===== config.mk =====
export PLATFORM = sky130hd
export DESIGN_NAME = lms_coeff_update
export DESIGN_NICKNAME = d
export VERILOG_FILES = /design/src/rtl/lms_coeff_update.sv
export SDC_FILE = /design/constraint.sdc
export NUM_CORES = 2
export LEC_CHECK = 0
export ABC_AREA = 0
export CAP_MARGIN = 20
export CORE_UTILIZATION = 53
export CTS_CLUSTER_SIZE = 25
export DETAILED_ROUTE_END_ITERATION = 8
export PLACE_DENSITY = 0.74
export REMOVE_ABC_BUFFERS = 1
export SLEW_MARGIN = 20
export SYNTH_ARGS = -nofsm -noshare
export SYNTH_HDL_FRONTEND = slang
export SYNTH_SLANG_ARGS = --single-unit

===== constraint.sdc =====
create_clock -name clk -period 10.12 [get_ports clk]
set_clock_uncertainty 0.05 [all_clocks]
set_input_delay 2.024 -clock clk [delete_from_list [all_inputs] [get_ports clk]]
set_output_delay 2.024 -clock clk [all_outputs]
set_load 0.01 [all_outputs]

===== src/rtl/lms_coeff_update.sv =====
// Serial sign-exact LMS coefficient updater: one tap per cycle into a working set,
// published atomically to the FIR through a shadow register on commit.
module lms_coeff_update #(
    parameter int NTAPS      = 16,
    parameter int DATA_W     = 16,
    parameter int COEF_W     = 32,
    parameter int MU_SHIFT   = 12,
    parameter bit INIT_UNITY = 1'b1
) (
    input  logic                     clk,
    input  logic                     rst_n,
    input  logic                     sample_valid,
    input  logic signed [DATA_W-1:0] signal_in,
    input  logic signed [DATA_W-1:0] err_in,
    input  logic                     freeze,
    input  logic                     clear_coeffs,
    output logic                     busy,
    output logic                     update_done,
    output logic                     sample_dropped,
    output logic [NTAPS*COEF_W-1:0]  coeffs_out
);
    localparam int IDX_W  = (NTAPS > 1) ? $clog2(NTAPS) : 1;
    localparam int PROD_W = 2 * DATA_W;

    typedef enum logic [1:0] {IDLE, UPDATE, COMMIT} state_t;
    state_t state, state_next;

    logic signed [DATA_W-1:0] x_line   [NTAPS];
    logic signed [COEF_W-1:0] w_work   [NTAPS];
    logic signed [COEF_W-1:0] w_shadow [NTAPS];
    logic signed [DATA_W-1:0] err_q;
    logic        [IDX_W-1:0]  idx;

    logic                     accept;
    logic                     last_tap;
    logic signed [PROD_W-1:0] prod;
    logic signed [PROD_W-1:0] prod_shift;
    logic signed [COEF_W:0]   delta;
    logic signed [COEF_W:0]   sum;
    logic signed [COEF_W-1:0] w_sat;

    // Q16.16 unity on tap 0 when INIT_UNITY, otherwise all zero.
    function automatic logic signed [COEF_W-1:0] init_coef(input int i);
        logic signed [COEF_W-1:0] v;
        v = '0;
        if (INIT_UNITY && i == 0) v[16] = 1'b1;
        return v;
    endfunction

    assign accept   = (state == IDLE) && sample_valid && !clear_coeffs;
    assign last_tap = (idx == IDX_W'(NTAPS - 1));
    assign busy     = (state != IDLE);

    always_comb begin
        // NOTE: every always_comb output gets a default first, so no path can infer a latch.
        state_next  = state;
        update_done = 1'b0;
        if (clear_coeffs) begin
            state_next = IDLE;
        end else begin
            case (state)
                IDLE:    if (sample_valid && !freeze) state_next = UPDATE;
                UPDATE:  if (last_tap) state_next = COMMIT;
                COMMIT: begin
                    state_next  = IDLE;
                    update_done = 1'b1;
                end
                default: state_next = IDLE;
            endcase
        end
    end

    // Floor-rounded step, then saturate the COEF_W+1 sum back into COEF_W.
    always_comb begin
        prod       = PROD_W'(x_line[idx]) * PROD_W'(err_q);
        prod_shift = prod >>> MU_SHIFT;
        delta      = (COEF_W+1)'(prod_shift);
        sum        = (COEF_W+1)'(w_work[idx]) + delta;
        w_sat      = sum[COEF_W-1:0];
        if (sum[COEF_W] != sum[COEF_W-1])
            w_sat = sum[COEF_W] ? {1'b1, {(COEF_W-1){1'b0}}} : {1'b0, {(COEF_W-1){1'b1}}};
    end

    always_ff @(posedge clk or negedge rst_n) begin
        if (!rst_n) state <= IDLE;
        else        state <= state_next;
    end

    always_ff @(posedge clk or negedge rst_n) begin
        if (!rst_n) begin
            // NOTE: the coefficient and delay arrays are flop-based and reset explicitly,
            // so coeffs_out carries the init set straight out of reset.
            for (int i = 0; i < NTAPS; i++) begin
                x_line[i]   <= '0;
                w_work[i]   <= init_coef(i);
                w_shadow[i] <= init_coef(i);
            end
            err_q          <= '0;
            idx            <= '0;
            sample_dropped <= 1'b0;
        end else begin
            sample_dropped <= sample_valid && busy && !clear_coeffs;
            if (clear_coeffs) begin
                for (int i = 0; i < NTAPS; i++) begin
                    w_work[i]   <= init_coef(i);
                    w_shadow[i] <= init_coef(i);
                end
                idx <= '0;
            end else begin
                if (accept) begin
                    x_line[0] <= signal_in;
                    for (int i = 1; i < NTAPS; i++) x_line[i] <= x_line[i-1];
                    err_q <= err_in;
                    idx   <= '0;
                end
                if (state == UPDATE) begin
                    w_work[idx] <= w_sat;
                    idx         <= idx + 1'b1;
                end
                if (state == COMMIT) begin
                    for (int i = 0; i < NTAPS; i++) w_shadow[i] <= w_work[i];
                end
            end
        end
    end

    for (genvar g = 0; g < NTAPS; g++) begin : g_pack
        assign coeffs_out[g*COEF_W +: COEF_W] = w_shadow[g];
    end

endmodule

==> results.ini <==
[route]
drtIter0Drc=5616
route.detailed.drc=0
ant_nets=0
dr.pass1.iters=5
postRouteWirelength_microns=205000
viasPerCell=6.32
num_vias=46800
wire_per_inst_microns=27.8

[setup_path]
cp_slowest_stage_delay_ps=630
critPathArrivalTime_ps=10650
crit_type=flip-flop to flip-flop
cpMostUsedCell=fa_1
reg2regPathDepth=38
r2r_end=w_work[482]
crit_fanout=30
critPathCaptureType=flip-flop
r2r_start=idx[0]
crit_required_ps=10700
crit_path_start_kind=flip-flop
cpMaxStageDelayCell=mux4_2
r2r_setup_slack_ps=50

[yosys]
synth_xor_area_share_pct=0.717
synth_compound_area_share_pct=13.3
yosys.area_share.simple_pct=6.69
syn_avg_cell_area_sq_um=12.4
yosys_warnings=0
synthFlopType=dfrtp_1
synth_top_family_by_area=multiplexers
synthMuxAreaShare_pct=13.3
ys_types=72
ys_seq_area_share_pct=51.3
synth_edf_count=0
ys_ff_latch=1303
ys_async_sr_fraction_pct=100
synth_area_sq_um=63500
synth_fa_ha_area_share_pct=10.5
syn_inst=5133

[clock_network]
clockBufferDepth=3
h-tree-depth=4
cts_tree=done
cts_buffers=133
insertion_delay_ps=770
cts_root_buf=clkbuf_16
cts.clk_slew.worst_paths_ps=70
hold_buffers=0
cts.sinks=1303

[layout]
stdcell_count=7403
num-fill-cells=8364
drive_gt1_share_pct=21.3
final_nets=6107
area_growth_pct=24.2
finish.utilization_pct=66.7

[sta]
worst_slew_pin_slew_ps=1170
finalHoldViolations=0
setup_viol=0
fin_crit_ps=10070
max_slew_margin_pct=21.9
slew_violations=0
post-route-period-util_pct=99.5
rsz0062_at_grt=yes
fmax_mhz=99.3

[hold_path]
min_to=coeffs_out[16]
hp-start=coeffs_out[16]
hp-class=flip-flop to flip-flop
worstHoldPathCells=2

[floorplan]
die_h_microns=348
core_area_sq_um=118000
die_x_microns=348
dieArea_sq_um=121000
initial_utilization_pct=53.7
boundaryPins=552
rows=126

[grt]
antenna_found_initial=6
grt_pass1_wl_microns=299000
grt_max_degree=234
globalRouteOverflowTotal=0
track_usage_pct=33.0
grt_pass1_vias=46764

[job]
maxCapViolations=0

[placement]
numPortBuffers=551
routabilityCongestion=0.946
dp_cells=7083
hpwl_microns=133000

[outcome]
status=complete, no violations

## repair_timing
action                     CTS  global route
setup endpoints to repair  507           512
gates cloned                 1            20
gates resized for setup     20           421
pin swaps                    2            35
setup buffers               11            42
## stage by stage
stage / TNS (ps) / worst slack [ps] / hold WS [ps] / area [sq um]
CTS: -23.3 / -14.5 / 430 / 77000
floorplan: -9713430 / -9930 / 416 / 62000
finish: 0 / 52.4 / 425 / 78900
detailed placement: -54100 / -246 / 419 / 72200
global placement: -3330 / -58.7 / 411 / 72200
global route: -86340 / -273 / 450 / 78900
## layout by cell type, fill, tap and decap left out, drive strengths merged, types with 98 or more instances in the layout
master / count
dfrtp: 1301
and2: 123
nor2: 98
buf: 240
inv: 317
fa: 262
o21ai: 522
clkbuf: 207
mux2: 277
mux4: 232
ha: 115
a22o: 523
clkdlybuf4s50: 549
nand2: 655
## cell usage after synthesis (11+ instances only)
cell         n  area [sq um]
nor2_2      28           175
xnor2_1     40           350
a21oi_1     54           270
a21o_1      35           263
ha_1       115          1440
inv_1      313          1170
mux2_2     275          3100
nor2_1      70           263
clkbuf_1   314          1180
a22o_1     523          4580
fa_1       262          5250
nor2b_1     11          68.8
mux4_2     232          5230
nand2_1    655          2460
dfrtp_1   1301         32600
clkbuf_2    29           145
and2_1     123           769
xor2_1      12           105
nand2b_1    12          75.1
nand3_1     25           125
nor3_1      21           105
buf_1       22          82.6
o21ai_0    511          2560
o21bai_1    15           113
o21ai_1     11          55.1
## flip-flops by register name (all words and copies together) (netlist names)
register and cells:
coeffs_out 512, w_work 512, x_line 256, err_q 16
idx 4, state 2, sample_dropped 1
## routing by layer
| metal | wire length (microns) | GRT usage, % | share of wire, % | vias to the layer above |
|---|---|---|---|---|
| met4 | 12100 | 16.7 | 5.9 | 6 |
| met3 | 22100 | 8.03 | 11 | 566 |
| li1 | - | - | - | 19190 |
| met1 | 79000 | 45.6 | 38 | 24207 |
| met2 | 92200 | 49.0 | 45 | 2831 |
| met5 | 48 | 0 | 0.023 | - |
## cell type report
| class | instances | area [sq um] | area share [%] |
|---|---|---|---|
| Inverter | 313 | 1180 | 1.49 |
| Clock buffer | 192 | 3950 | 5.00 |
| Timing Repair Buffer | 804 | 8940 | 11.3 |
| Sequential cell | 1303 | 32600 | 41.3 |
| Clock inverter | 50 | 647 | 0.820 |
| Tap cell | 1600 | 2000 | 2.54 |
| Antenna cell | 3 | 7.51 | 0.00951 |
| Multi-Input combinational cell | 3138 | 29600 | 37.5 |
## cell families (layout without fill, tap and decap cells)
logic type	count (synthesis)	count (layout)
flops	1303	1303
compound gates	1214	1215
simple gates	975	975
buf+inv	694	1359
mux	518	518
fa+ha+maj	377	377
xor+xnor	52	53
other cells	0	3
## worst max-delay path by stage
stage / start / to / slack [ps]
after floorplan: clear_coeffs / coeffs_out[0] / -9930
after global placement: idx[0] / w_work[122] / -60
after detailed placement: idx[0] / w_work[121] / -250
after CTS: idx[0] / w_work[130] / -10
after global routing: idx[0] / w_work[336] / -270
final: idx[0] / w_work[482] / 50
## worst max-delay path, delay by kind of cell, from the launching register on
family	cells	cell delay, ps
compound gates	13	2480
xor+xnor	1	250
fa+ha+maj	8	3640
buf+inv	10	1290
flops	1	440
mux	2	1150
simple gates	4	530
Power is left out: the tool's default activity adds up to more than one toggle a clock period on the data nets, which glitch-free logic cannot reach.
